**config.mk**
```make
export PLATFORM = sky130hd
export DESIGN_NAME = i2c_oled_slave_flat
export DESIGN_NICKNAME = d
export VERILOG_FILES = /design/src/rtl/i2c_pkg.sv /design/src/rtl/i2c_oled_slave_if.sv /design/src/rtl/i2c_line_sync.sv /design/src/rtl/i2c_oled_slave.sv /design/src/flat_wrapper.sv
export SDC_FILE = /design/constraint.sdc
export NUM_CORES = 1
export LEC_CHECK = 0
export ABC_AREA = 1
export CAP_MARGIN = 20
export CORE_MARGIN = 2
export CORE_UTILIZATION = 45
export CTS_CLUSTER_SIZE = 10
export DETAILED_ROUTE_END_ITERATION = 10
export GPL_TIMING_DRIVEN = 0
export PLACE_DENSITY = 0.69
export REMOVE_ABC_BUFFERS = 1
export SYNTH_ARGS = -nofsm -noshare
export SYNTH_HDL_FRONTEND = slang
export SYNTH_HIERARCHICAL = 1
export SYNTH_SLANG_ARGS = --single-unit
```
**constraint.sdc**
```tcl
create_clock -name clk -period 1.7 [get_ports clk]
set_clock_uncertainty 0.15 [all_clocks]
set_input_delay 0.255 -clock clk [delete_from_list [all_inputs] [get_ports clk]]
set_output_delay 0.255 -clock clk [all_outputs]
set_load 0.05 [all_outputs]
```
**src/rtl/i2c_pkg.sv**
```systemverilog
// Shared constants for the I2C target: FSM state encodings, ACK/NACK levels, default address.
package i2c_pkg;

  localparam logic [3:0] StIdle    = 4'd0;
  localparam logic [3:0] StAddr    = 4'd1;
  localparam logic [3:0] StAddrAck = 4'd2;
  localparam logic [3:0] StWrData  = 4'd3;
  localparam logic [3:0] StWrAck   = 4'd4;
  localparam logic [3:0] StRdData  = 4'd5;
  localparam logic [3:0] StRdAck   = 4'd6;
  localparam logic [3:0] StIgnore  = 4'd7;

  localparam logic I2C_ACK  = 1'b0;
  localparam logic I2C_NACK = 1'b1;

  localparam logic [6:0] I2C_DEFAULT_ADDR = 7'h3C;

endpackage

```
**src/rtl/i2c_oled_slave_if.sv**
```systemverilog
// Pin-level and user-side signals of the I2C target, with target (slave) and bench/master views.
interface i2c_oled_slave_if;

  logic       scl_i;
  logic       sda_i;
  logic       sda_o;
  logic       sda_t;
  logic [7:0] rx_data;
  logic       rx_valid;
  logic [7:0] tx_data;
  logic       tx_req;
  logic [4:0] byte_cnt;
  logic       busy;
  logic       start_det;
  logic       stop_det;
  logic       nack_det;
  logic [3:0] state_i2c;

  modport slave (
    input  scl_i, sda_i, tx_data,
    output sda_o, sda_t, rx_data, rx_valid, tx_req, byte_cnt, busy,
           start_det, stop_det, nack_det, state_i2c
  );

  modport master (
    output scl_i, sda_i, tx_data,
    input  sda_o, sda_t, rx_data, rx_valid, tx_req, byte_cnt, busy,
           start_det, stop_det, nack_det, state_i2c
  );

endinterface

```
**src/rtl/i2c_line_sync.sv**
```systemverilog
// SCL/SDA synchronizer and START/STOP/edge detector; the glitch filter is present only when
// I2C_SLAVE_GLITCH_FILTER_EN is defined.
module i2c_line_sync #(
  parameter int unsigned FILT_CYC = 4
) (
  input  logic clk,
  input  logic rst,
  input  logic scl_i,
  input  logic sda_i,
  output logic sda_s_o,
  output logic scl_rise_o,
  output logic scl_fall_o,
  output logic start_det_o,
  output logic stop_det_o
);

  if (FILT_CYC == 0) begin : g_bad_filt_cyc
    $error("FILT_CYC must be at least 1");
  end

  // Bit 1 carries SCL, bit 0 carries SDA; idle bus is high.
  logic [1:0] meta_q, sync_q, prev_q, line;

  always_ff @(posedge clk) begin
    if (!rst) begin
      meta_q <= 2'b11;
      sync_q <= 2'b11;
    end else begin
      meta_q <= {scl_i, sda_i};
      sync_q <= meta_q;
    end
  end

`ifdef I2C_SLAVE_GLITCH_FILTER_EN
  localparam int unsigned CntW = (FILT_CYC > 1) ? $clog2(FILT_CYC) : 1;

  logic [1:0]      filt_q;
  logic [CntW-1:0] cnt_q [2];

  // A line only follows its synced input after FILT_CYC consecutive differing samples.
  always_ff @(posedge clk) begin
    for (int i = 0; i < 2; i++) begin
      if (!rst) begin
        filt_q[i] <= 1'b1;
        cnt_q[i]  <= '0;
      end else if (sync_q[i] == filt_q[i]) begin
        cnt_q[i] <= '0;
      end else if (cnt_q[i] == CntW'(FILT_CYC - 1)) begin
        filt_q[i] <= sync_q[i];
        cnt_q[i]  <= '0;
      end else begin
        cnt_q[i] <= cnt_q[i] + 1'b1;
      end
    end
  end

  assign line = filt_q;
`else
  assign line = sync_q;
`endif

  always_ff @(posedge clk) begin
    if (!rst) begin
      prev_q <= 2'b11;
    end else begin
      prev_q <= line;
    end
  end

  assign sda_s_o     = line[0];
  assign scl_rise_o  = line[1] & ~prev_q[1];
  assign scl_fall_o  = ~line[1] & prev_q[1];
  assign start_det_o = line[1] & prev_q[1] & prev_q[0] & ~line[0];
  assign stop_det_o  = line[1] & prev_q[1] & ~prev_q[0] & line[0];

endmodule

```
**src/rtl/i2c_oled_slave.sv**
```systemverilog
// I2C target: address match/ACK, byte write strobes and byte read requests, no clock stretching.
// Optional glitch filter on SCL/SDA via I2C_SLAVE_GLITCH_FILTER_EN.
module i2c_oled_slave
  import i2c_pkg::*;
#(
  parameter logic [6:0]  SLV_ADDR = I2C_DEFAULT_ADDR,
  parameter int unsigned FILT_CYC = 4
) (
  input logic                clk,
  input logic                rst,
  i2c_oled_slave_if.slave    bus_io
);

  logic sda_s, scl_rise, scl_fall, start_ev, stop_ev;

  i2c_line_sync #(
    .FILT_CYC (FILT_CYC)
  ) u_line_sync (
    .clk         (clk),
    .rst         (rst),
    .scl_i       (bus_io.scl_i),
    .sda_i       (bus_io.sda_i),
    .sda_s_o     (sda_s),
    .scl_rise_o  (scl_rise),
    .scl_fall_o  (scl_fall),
    .start_det_o (start_ev),
    .stop_det_o  (stop_ev)
  );

  logic [3:0] state_q, state_d;
  logic [3:0] bit_cnt_q, bit_cnt_d;
  logic [7:0] shift_q, shift_d;
  logic [7:0] rx_data_q, rx_data_d;
  logic [4:0] byte_cnt_q, byte_cnt_d;
  logic       rw_q, rw_d;
  logic       sda_t_q, sda_t_d;
  logic       busy_q, busy_d;
  logic       rx_valid_q, rx_valid_d;
  logic       tx_req_q, tx_req_d;
  logic       start_q, start_d;
  logic       stop_q, stop_d;
  logic       nack_q, nack_d;

  logic [4:0] byte_cnt_inc;
  assign byte_cnt_inc = (byte_cnt_q == 5'd31) ? byte_cnt_q : byte_cnt_q + 5'd1;

  always_comb begin
    state_d    = state_q;
    bit_cnt_d  = bit_cnt_q;
    shift_d    = shift_q;
    rx_data_d  = rx_data_q;
    byte_cnt_d = byte_cnt_q;
    rw_d       = rw_q;
    sda_t_d    = sda_t_q;
    busy_d     = busy_q;
    rx_valid_d = 1'b0;
    tx_req_d   = 1'b0;
    start_d    = 1'b0;
    stop_d     = 1'b0;
    nack_d     = 1'b0;

    if (start_ev) begin
      state_d    = StAddr;
      bit_cnt_d  = 4'd0;
      byte_cnt_d = 5'd0;
      sda_t_d    = 1'b1;
      busy_d     = 1'b0;
      start_d    = 1'b1;
    end else if (stop_ev) begin
      state_d = StIdle;
      sda_t_d = 1'b1;
      busy_d  = 1'b0;
      stop_d  = 1'b1;
    end else begin
      case (state_q)
        StAddr: begin
          if (scl_rise && bit_cnt_q != 4'd8) begin
            shift_d   = {shift_q[6:0], sda_s};
            bit_cnt_d = bit_cnt_q + 4'd1;
            // Early request gives user logic the whole ACK slot to present tx_data.
            if (bit_cnt_q == 4'd7 && shift_q[6:0] == SLV_ADDR && sda_s) tx_req_d = 1'b1;
          end else if (scl_fall && bit_cnt_q == 4'd8) begin
            if (shift_q[7:1] == SLV_ADDR) begin
              sda_t_d = I2C_ACK;
              busy_d  = 1'b1;
              rw_d    = shift_q[0];
              state_d = StAddrAck;
            end else begin
              state_d = StIgnore;
            end
          end
        end
        StAddrAck: begin
          if (scl_fall) begin
            bit_cnt_d = 4'd0;
            if (!rw_q) begin
              sda_t_d = 1'b1;
              state_d = StWrData;
            end else begin
              shift_d = bus_io.tx_data;
              sda_t_d = bus_io.tx_data[7];
              state_d = StRdData;
            end
          end
        end
        StWrData: begin
          if (scl_rise && bit_cnt_q != 4'd8) begin
            shift_d   = {shift_q[6:0], sda_s};
            bit_cnt_d = bit_cnt_q + 4'd1;
          end else if (scl_fall && bit_cnt_q == 4'd8) begin
            rx_data_d  = shift_q;
            rx_valid_d = 1'b1;
            byte_cnt_d = byte_cnt_inc;
            sda_t_d    = I2C_ACK;
            state_d    = StWrAck;
          end
        end
        StWrAck: begin
          if (scl_fall) begin
            sda_t_d   = 1'b1;
            bit_cnt_d = 4'd0;
            state_d   = StWrData;
          end
        end
        StRdData: begin
          // Open-drain: releasing the line sends a 1, pulling low sends a 0.
          if (scl_fall) begin
            if (bit_cnt_q == 4'd7) begin
              sda_t_d    = 1'b1;
              byte_cnt_d = byte_cnt_inc;
              state_d    = StRdAck;
            end else begin
              shift_d   = {shift_q[6:0], 1'b0};
              sda_t_d   = shift_q[6];
              bit_cnt_d = bit_cnt_q + 4'd1;
            end
          end
        end
        StRdAck: begin
          if (scl_rise) begin
            if (sda_s == I2C_ACK) begin
              tx_req_d = 1'b1;
            end else begin
              nack_d  = 1'b1;
              sda_t_d = 1'b1;
              state_d = StIgnore;
            end
          end else if (scl_fall) begin
            shift_d   = bus_io.tx_data;
            sda_t_d   = bus_io.tx_data[7];
            bit_cnt_d = 4'd0;
            state_d   = StRdData;
          end
        end
        default: ;
      endcase
    end
  end

  always_ff @(posedge clk) begin
    if (!rst) begin
      state_q    <= StIdle;
      bit_cnt_q  <= 4'd0;
      shift_q    <= 8'd0;
      rx_data_q  <= 8'd0;
      byte_cnt_q <= 5'd0;
      rw_q       <= 1'b0;
      sda_t_q    <= 1'b1;
      busy_q     <= 1'b0;
      rx_valid_q <= 1'b0;
      tx_req_q   <= 1'b0;
      start_q    <= 1'b0;
      stop_q     <= 1'b0;
      nack_q     <= 1'b0;
    end else begin
      state_q    <= state_d;
      bit_cnt_q  <= bit_cnt_d;
      shift_q    <= shift_d;
      rx_data_q  <= rx_data_d;
      byte_cnt_q <= byte_cnt_d;
      rw_q       <= rw_d;
      sda_t_q    <= sda_t_d;
      busy_q     <= busy_d;
      rx_valid_q <= rx_valid_d;
      tx_req_q   <= tx_req_d;
      start_q    <= start_d;
      stop_q     <= stop_d;
      nack_q     <= nack_d;
    end
  end

  assign bus_io.sda_o     = 1'b0;
  assign bus_io.sda_t     = sda_t_q;
  assign bus_io.rx_data   = rx_data_q;
  assign bus_io.rx_valid  = rx_valid_q;
  assign bus_io.tx_req    = tx_req_q;
  assign bus_io.byte_cnt  = byte_cnt_q;
  assign bus_io.busy      = busy_q;
  assign bus_io.start_det = start_q;
  assign bus_io.stop_det  = stop_q;
  assign bus_io.nack_det  = nack_q;
  assign bus_io.state_i2c = state_q;

endmodule
```
**src/flat_wrapper.sv**
```systemverilog
// flat-port wrapper written by rule: the top's interface ports become plain ports
module i2c_oled_slave_flat import i2c_pkg::*;
#(
  parameter logic [6:0]  SLV_ADDR = I2C_DEFAULT_ADDR,
  parameter int unsigned FILT_CYC = 4
)
  (clk, rst, bus_io_scl_i, bus_io_sda_i, bus_io_tx_data, bus_io_sda_o, bus_io_sda_t, bus_io_rx_data, bus_io_rx_valid, bus_io_tx_req, bus_io_byte_cnt, bus_io_busy, bus_io_start_det, bus_io_stop_det, bus_io_nack_det, bus_io_state_i2c);
  i2c_oled_slave_if bus_io_i ();
  input logic clk;
  input logic rst;
  input wire logic [$bits(bus_io_i.scl_i)-1:0] bus_io_scl_i;
  input wire logic [$bits(bus_io_i.sda_i)-1:0] bus_io_sda_i;
  input wire logic [$bits(bus_io_i.tx_data)-1:0] bus_io_tx_data;
  output wire logic [$bits(bus_io_i.sda_o)-1:0] bus_io_sda_o;
  output wire logic [$bits(bus_io_i.sda_t)-1:0] bus_io_sda_t;
  output wire logic [$bits(bus_io_i.rx_data)-1:0] bus_io_rx_data;
  output wire logic [$bits(bus_io_i.rx_valid)-1:0] bus_io_rx_valid;
  output wire logic [$bits(bus_io_i.tx_req)-1:0] bus_io_tx_req;
  output wire logic [$bits(bus_io_i.byte_cnt)-1:0] bus_io_byte_cnt;
  output wire logic [$bits(bus_io_i.busy)-1:0] bus_io_busy;
  output wire logic [$bits(bus_io_i.start_det)-1:0] bus_io_start_det;
  output wire logic [$bits(bus_io_i.stop_det)-1:0] bus_io_stop_det;
  output wire logic [$bits(bus_io_i.nack_det)-1:0] bus_io_nack_det;
  output wire logic [$bits(bus_io_i.state_i2c)-1:0] bus_io_state_i2c;
  assign bus_io_i.scl_i = bus_io_scl_i;
  assign bus_io_i.sda_i = bus_io_sda_i;
  assign bus_io_i.tx_data = bus_io_tx_data;
  assign bus_io_sda_o = bus_io_i.sda_o;
  assign bus_io_sda_t = bus_io_i.sda_t;
  assign bus_io_rx_data = bus_io_i.rx_data;
  assign bus_io_rx_valid = bus_io_i.rx_valid;
  assign bus_io_tx_req = bus_io_i.tx_req;
  assign bus_io_byte_cnt = bus_io_i.byte_cnt;
  assign bus_io_busy = bus_io_i.busy;
  assign bus_io_start_det = bus_io_i.start_det;
  assign bus_io_stop_det = bus_io_i.stop_det;
  assign bus_io_nack_det = bus_io_i.nack_det;
  assign bus_io_state_i2c = bus_io_i.state_i2c;
  i2c_oled_slave #(.SLV_ADDR(SLV_ADDR), .FILT_CYC(FILT_CYC)) u_core (.clk(clk), .rst(rst), .bus_io(bus_io_i));
endmodule
```
## Word-level counts from Yosys, hierarchy flattened

Index checks and enable logic that the tools add are counted.

- Add/subtract/negate cells: 2
- Equality and inequality tests: 38
- Multiplexer cells: 59
- Bitwise operators: 18
- Reductions and logical operators: 24

Operators by type and width:

| cell | number |
|---|---|
| 2-to-1 mux 4 bit | 16 |
| 2-to-1 mux 8 bit | 7 |
| AND reduction 11 bit | 3 |
| case mux 8 bit (4 select lines) | 1 |
| 2-to-1 mux 5 bit | 5 |
| != test 4 x 1 -> 1 bit, second input constant | 6 |
| case mux 4 bit (6 select lines) | 1 |
| 2-to-1 mux 1 bit | 23 |
| != test 2 x 1 -> 1 bit, second input constant | 10 |
| AND reduction 6 bit | 3 |
| equality test 4 x 3 -> 1 bit, second input constant | 4 |
| case mux 4 bit (4 select lines) | 1 |
| equality test 7 x 6 -> 1 bit, second input constant | 2 |
| NOT 1 bit | 11 |
| case mux 5 bit (2 select lines) | 1 |
| AND reduction 10 bit | 1 |
| OR reduction 5 bit | 2 |
| equality test 4 x 2 -> 1 bit, second input constant | 2 |
| != test 2 bit, second input constant | 4 |
| != test 4 x 2 -> 1 bit, second input constant | 2 |
| nonzero test 4 bit | 2 |
| nonzero test 8 bit | 1 |
| bitwise AND 1 bit | 7 |
| 2-to-1 mux 3 bit | 2 |
| 19 further kinds | 24 |

- Bits in registers: 43
- Input bits: 12
- Output and inout bits: 25
- Word-level logic and storage cells: 158

## Longest topological paths before layout

- Depth in word-level cells: 8
- Gate-level depth with buffers: 11
- Depth with buffers taken out: 11

## Hierarchy

The synthesis kept the hierarchy.

By module, submodules not included:

| module | times used | cells each | area an instance (sq um) | sequential area each (sq um) |
|---|---|---|---|---|
| i2c_oled_slave | 1 | 291 | 2,005.7 | 720.7 |
| i2c_line_sync | 1 | 27 | 198.9 | 120.1 |

## Worst setup path before layout

No wires, ideal clock.

- Kind: flip-flop to flip-flop
- From: register u_core.state_q[2], in the netlist u_core/bus_io.state_i2c[2]
- To: register u_core.shift_q[0]
- Setup time: 0.064 ns
- Arrival: 1.722 ns
- Required time: 1.486 ns
- Setup slack: -0.236 ns
- Stages on the path, launching flop included: 11
- Path buffers: 2
- Path through: dfxtp_1 -> buf_6 -> inv_2 -> nor2_1 -> nand2_1 -> buf_6 -> nand3_2 -> nand3_4 -> nor2_8 -> o21ai_1 -> nor2_1

- Cells in the longest elaborated chain, start to end: 4

RTL lines:

| element | line | source |
|---|---|---|
| start, declared | i2c_oled_slave.sv:30 | `logic [3:0] state_q, state_d;` |
| start signal, assigned | i2c_oled_slave.sv:162 | `state_q <= StIdle;` |
| start signal, assigned | i2c_oled_slave.sv:176 | `state_q <= state_d;` |
| equality test 4 x 1 -> 1 bit or equality test 4 x 2 -> 1 bit (tied branches) | i2c_oled_slave.sv:75 | `case (state_q)` |
| OR reduction 2 bit (no line) | n/a |  |
| != test 2 x 1 -> 1 bit (no line) or nonzero test 4 bit (tied branches) | n/a |  |
| AND reduction 10 bit (no line) | n/a |  |
| end signal, assigned | i2c_oled_slave.sv:178 | `shift_q <= shift_d;` |
| end, declared | i2c_oled_slave.sv:32 | `logic [7:0] shift_q, shift_d;` |

Parallel ways exist; a longest one is shown, timed or not.
A chain may end at the register's enable or synchronous reset.

## Worst setup path after layout

- From: register u_core.state_q[1], in the netlist u_core/bus_io.state_i2c[1]
- To: register u_core.byte_cnt_q[2], in the netlist u_core/bus_io.byte_cnt[2]

- Cells in the longest elaborated chain, start to end: 3

RTL lines:

| element | line | source |
|---|---|---|
| equality test 4 x 3 -> 1 bit or equality test 4 x 2 -> 1 bit (tied branches) | i2c_oled_slave.sv:75 |  |
| != test 2 x 1 -> 1 bit (no line), or another cell as far along | n/a |  |
| AND reduction 6 bit (no line) | n/a |  |
| end signal, assigned | i2c_oled_slave.sv:180 | `byte_cnt_q <= byte_cnt_d;` |
| end, declared | i2c_oled_slave.sv:34 | `logic [4:0] byte_cnt_q, byte_cnt_d;` |

Parallel ways exist; a longest one is shown, timed or not.

==> flow_summary.ini <==
[floorplanning]
ios = 37
fp.coreArea_um2 = 4720
die_h_um = 74.0
dieArea_um2 = 5480
start_util_pct = 46.7
die_w_um = 74.0
placementRows = 25

[finish]
ff_latch_area_um2 = 867
nets = 390
drive_gt1_share_pct = 27.5
diodes = 0
syn_to_final_growth_pct = 40.3
multi_input_area_um2 = 1360
final_util_pct = 65.5
fillerInstances = 415

[clock_tree]
cts_tree = done
clk_pin_slew_ns = 0.07
clock_latency_ns = 0.29
cts.sinks = 42
numCtsBuffers = 5
ctsRootBufferMaster = clkbuf_8
cts_max_level = 2
cts.path.max_buffers = 2
cts-hold-fix-buffers = 0

[power_and_ir_drop]
pwr_density_cell_nw_per_um2 = 1100
power_mw = 3.40
ir_worst_vdd_uv = 547
p_leak_nw = 1.43

[sta]
hold_violations = 0
finalSetupViolCount = 0
max_freq_mhz = 600
rsz0062_at_grt = yes
min_period_ns = 1.67
drv_slew = 0
final.period_utilization_pct = 98.1

[global_routing]
grt_pass1_vias = 1944
grt_max_degree = 27
grt_pass1_wl_mm = 9.04
grt_usage_pct = 21.2
antenna_found_initial = 0
grt_overflow = 0

[status]
run_status = finished, final reports clean

[place]
gp_congestion = 0.904
dpl.hpwl_mm = 3.77
portBuffers = 34

[detailed_routing]
detail_route.wl_per_cell_um = 13.2
drtIter0Drc = 171
vias = 2267
first_pass_iters = 4
wl_mm = 5.82
drc_errors = 0
postRouteAntennaNets = 0
avgViaCountPerCell = 5.14

[synthesis]
avgSynthCellArea_um2 = 6.93
synth_cell_types = 32
synthCells = 318
synth-seq-area-share_pct = 38.1
ys_ff_latch = 42
ys.warnings.count = 6
netlist_area_um2 = 2200

[setup_path]
required_ns = 1.78
setup.worst_path.end_class = flip-flop
crit_arrival_ns = 1.75
criticalPathCategory = flip-flop to flip-flop
path_max_fanout = 7
critPathLaunchType = flip-flop

[worst_hold_path]
hp-class = flip-flop to flip-flop

[run]
maxCapViolations = 0
-- critical path, stage by stage, from the launching register on --
cell and delay, ns:
dfxtp_4 0.40, inv_2 0.07, nand2_4 0.09, nor2_4 0.06, buf_4 0.14, buf_4 0.13
a22oi_2 0.15, buf_6 0.16, nand3_1 0.11, a21oi_2 0.14
-- Yosys cell counts --
| library cell | instances | share of area [%] |
|---|---|---|
| nand3_1 | 30 | 6.8 |
| clkinv_1 | 1 | 0.17 |
| nor2_1 | 39 | 6.6 |
| inv_1 | 36 | 6.1 |
| nand3_4 | 1 | 0.79 |
| nor3_1 | 12 | 2.7 |
| nor2_2 | 4 | 1.1 |
| a21oi_1 | 19 | 4.3 |
| nor2_4 | 2 | 1.0 |
| nor2_8 | 1 | 0.91 |
| o21ai_1 | 12 | 2.7 |
| conb_1 | 1 | 0.17 |
| ha_1 | 4 | 2.3 |
| nand2_2 | 4 | 1.1 |
| inv_2 | 6 | 1.0 |
| a22oi_2 | 1 | 0.57 |
| nand3_2 | 2 | 0.91 |
| buf_2 | 1 | 0.23 |
| nor4_1 | 1 | 0.28 |
| dfxtp_1 | 42 | 38 |
| buf_4 | 3 | 1.0 |
| xor2_1 | 3 | 1.2 |
| o21bai_1 | 1 | 0.34 |
| buf_1 | 1 | 0.17 |
| nand4_4 | 1 | 0.96 |
| nor3_4 | 1 | 0.74 |
| o21ai_0 | 13 | 3.0 |
| clkbuf_1 | 1 | 0.17 |
| buf_6 | 2 | 1.0 |
| nand2_1 | 67 | 11 |
| nand2_4 | 1 | 0.51 |
| nand4_1 | 5 | 1.4 |
-- layout by cell type (no fill, tap or decap), types with 2 or more instances in the layout --
master / n
a21oi_1: 15
a21oi_2: 4
buf_4: 16
buf_6: 2
clkbuf_8: 6
clkdlybuf4s15_1: 3
clkdlybuf4s50_1: 10
conb_1: 2
dfxtp_1: 33
dfxtp_2: 3
dfxtp_4: 6
dlygate4sd2_1: 19
ha_2: 2
ha_4: 2
inv_1: 32
inv_2: 8
inv_4: 2
nand2_1: 53
nand2_2: 13
nand2_4: 6
nand3_1: 28
nand3_2: 4
nand3_4: 2
nand4_1: 5
nor2_1: 31
nor2_2: 5
nor2_4: 9
nor3_1: 11
o21ai_0: 8
o21ai_1: 16
xor2_1: 3
-- repair_timing --
item / in CTS / in global routing
gates resized for setup: 59 / 54
setup endpoints to repair: 56 / 35
gates cloned: 1 / 2
buffers inserted: 5 / 14
pin swaps: 10 / 21
-- worst paths after layout --
check	start	end	slack (ns)	depth (start not counted)
min reg2reg	u_core/u_line_sync/meta_q[0]	u_core/u_line_sync/line[0]	0.26	2
min	u_core/u_line_sync/meta_q[0]	u_core/u_line_sync/line[0]	0.26	2
max reg2reg	u_core/bus_io.state_i2c[1]	u_core/bus_io.byte_cnt[2]	0.03	9
max	u_core/bus_io.state_i2c[1]	u_core/bus_io.byte_cnt[2]	0.03	9
-- final cells by class --
cell class              count  share of cell area [%]
flip-flops and latches     42                    28.0
repair inverters            1                   0.202
multi-input cells         228                    43.9
clock inverters             1                   0.971
repair buffers             53                    15.5
clock buffers               6                    2.67
inverters                  43                    5.99
well taps                  67                    2.71
-- metrics by stage --
step | TNS, ns | hold slack (ns) | instances | instance area, um2 | setup slack [ns]
after CTS | -0.197 | 0.262 | 425 | 2790 | -0.0279
after detailed placement | -14.47 | 0.244 | 412 | 2570 | -0.983
final | 0 | 0.260 | 441 | 3090 | 0.0330
after global placement | -15.74 | 0.232 | 412 | 2570 | -0.993
after floorplan | -6.26 | 0.174 | 311 | 2150 | -0.322
after global routing | -0.677 | 0.295 | 441 | 3090 | -0.0587
-- sequential cells by signal, indices dropped and copies added, names as in the netlist, 2 cells and up --
| register | flops |
|---|---|
| u_core/bus_io.rx_data | 8 |
| u_core/shift_q | 8 |
| u_core/bus_io.byte_cnt | 5 |
| u_core/bit_cnt_q | 4 |
| u_core/bus_io.state_i2c | 3 |
| u_core/u_line_sync/line | 2 |
| u_core/u_line_sync/meta_q | 2 |
| u_core/u_line_sync/prev_q | 2 |
-- power by group --
part | switching, mW | internal (mW)
registers | 0.129 | 1.09
clock network | 0.322 | 0.470
logic | 0.895 | 0.492
total | 1.35 | 2.05
-- metal layers --
metal	routed length, um	track usage (%)	up-vias	part of all wire, %
li1	-	-	1141	-
met1	2640	29.7	1031	45
met2	2750	33.2	83	47
met3	296	3.66	12	5.1
met4	131	7.27	0	2.2
met5	0	0	-	0
-- cells by family (layout without fill, tap and decap cells) --
logic type	count (synthesis)	in the layout	share of synthesized area, %
AOI/OAI and AO/OA	46	46	10.9
xor gates and xnor gates	3	3	1.19
adders and majority gates	4	4	2.27
buffers and inverters	51	104	9.93
DFF	42	42	38.1
other	1	2	0.170
and+or+nand+nor	171	173	37.4
Power figures use the tool's default switching activity.
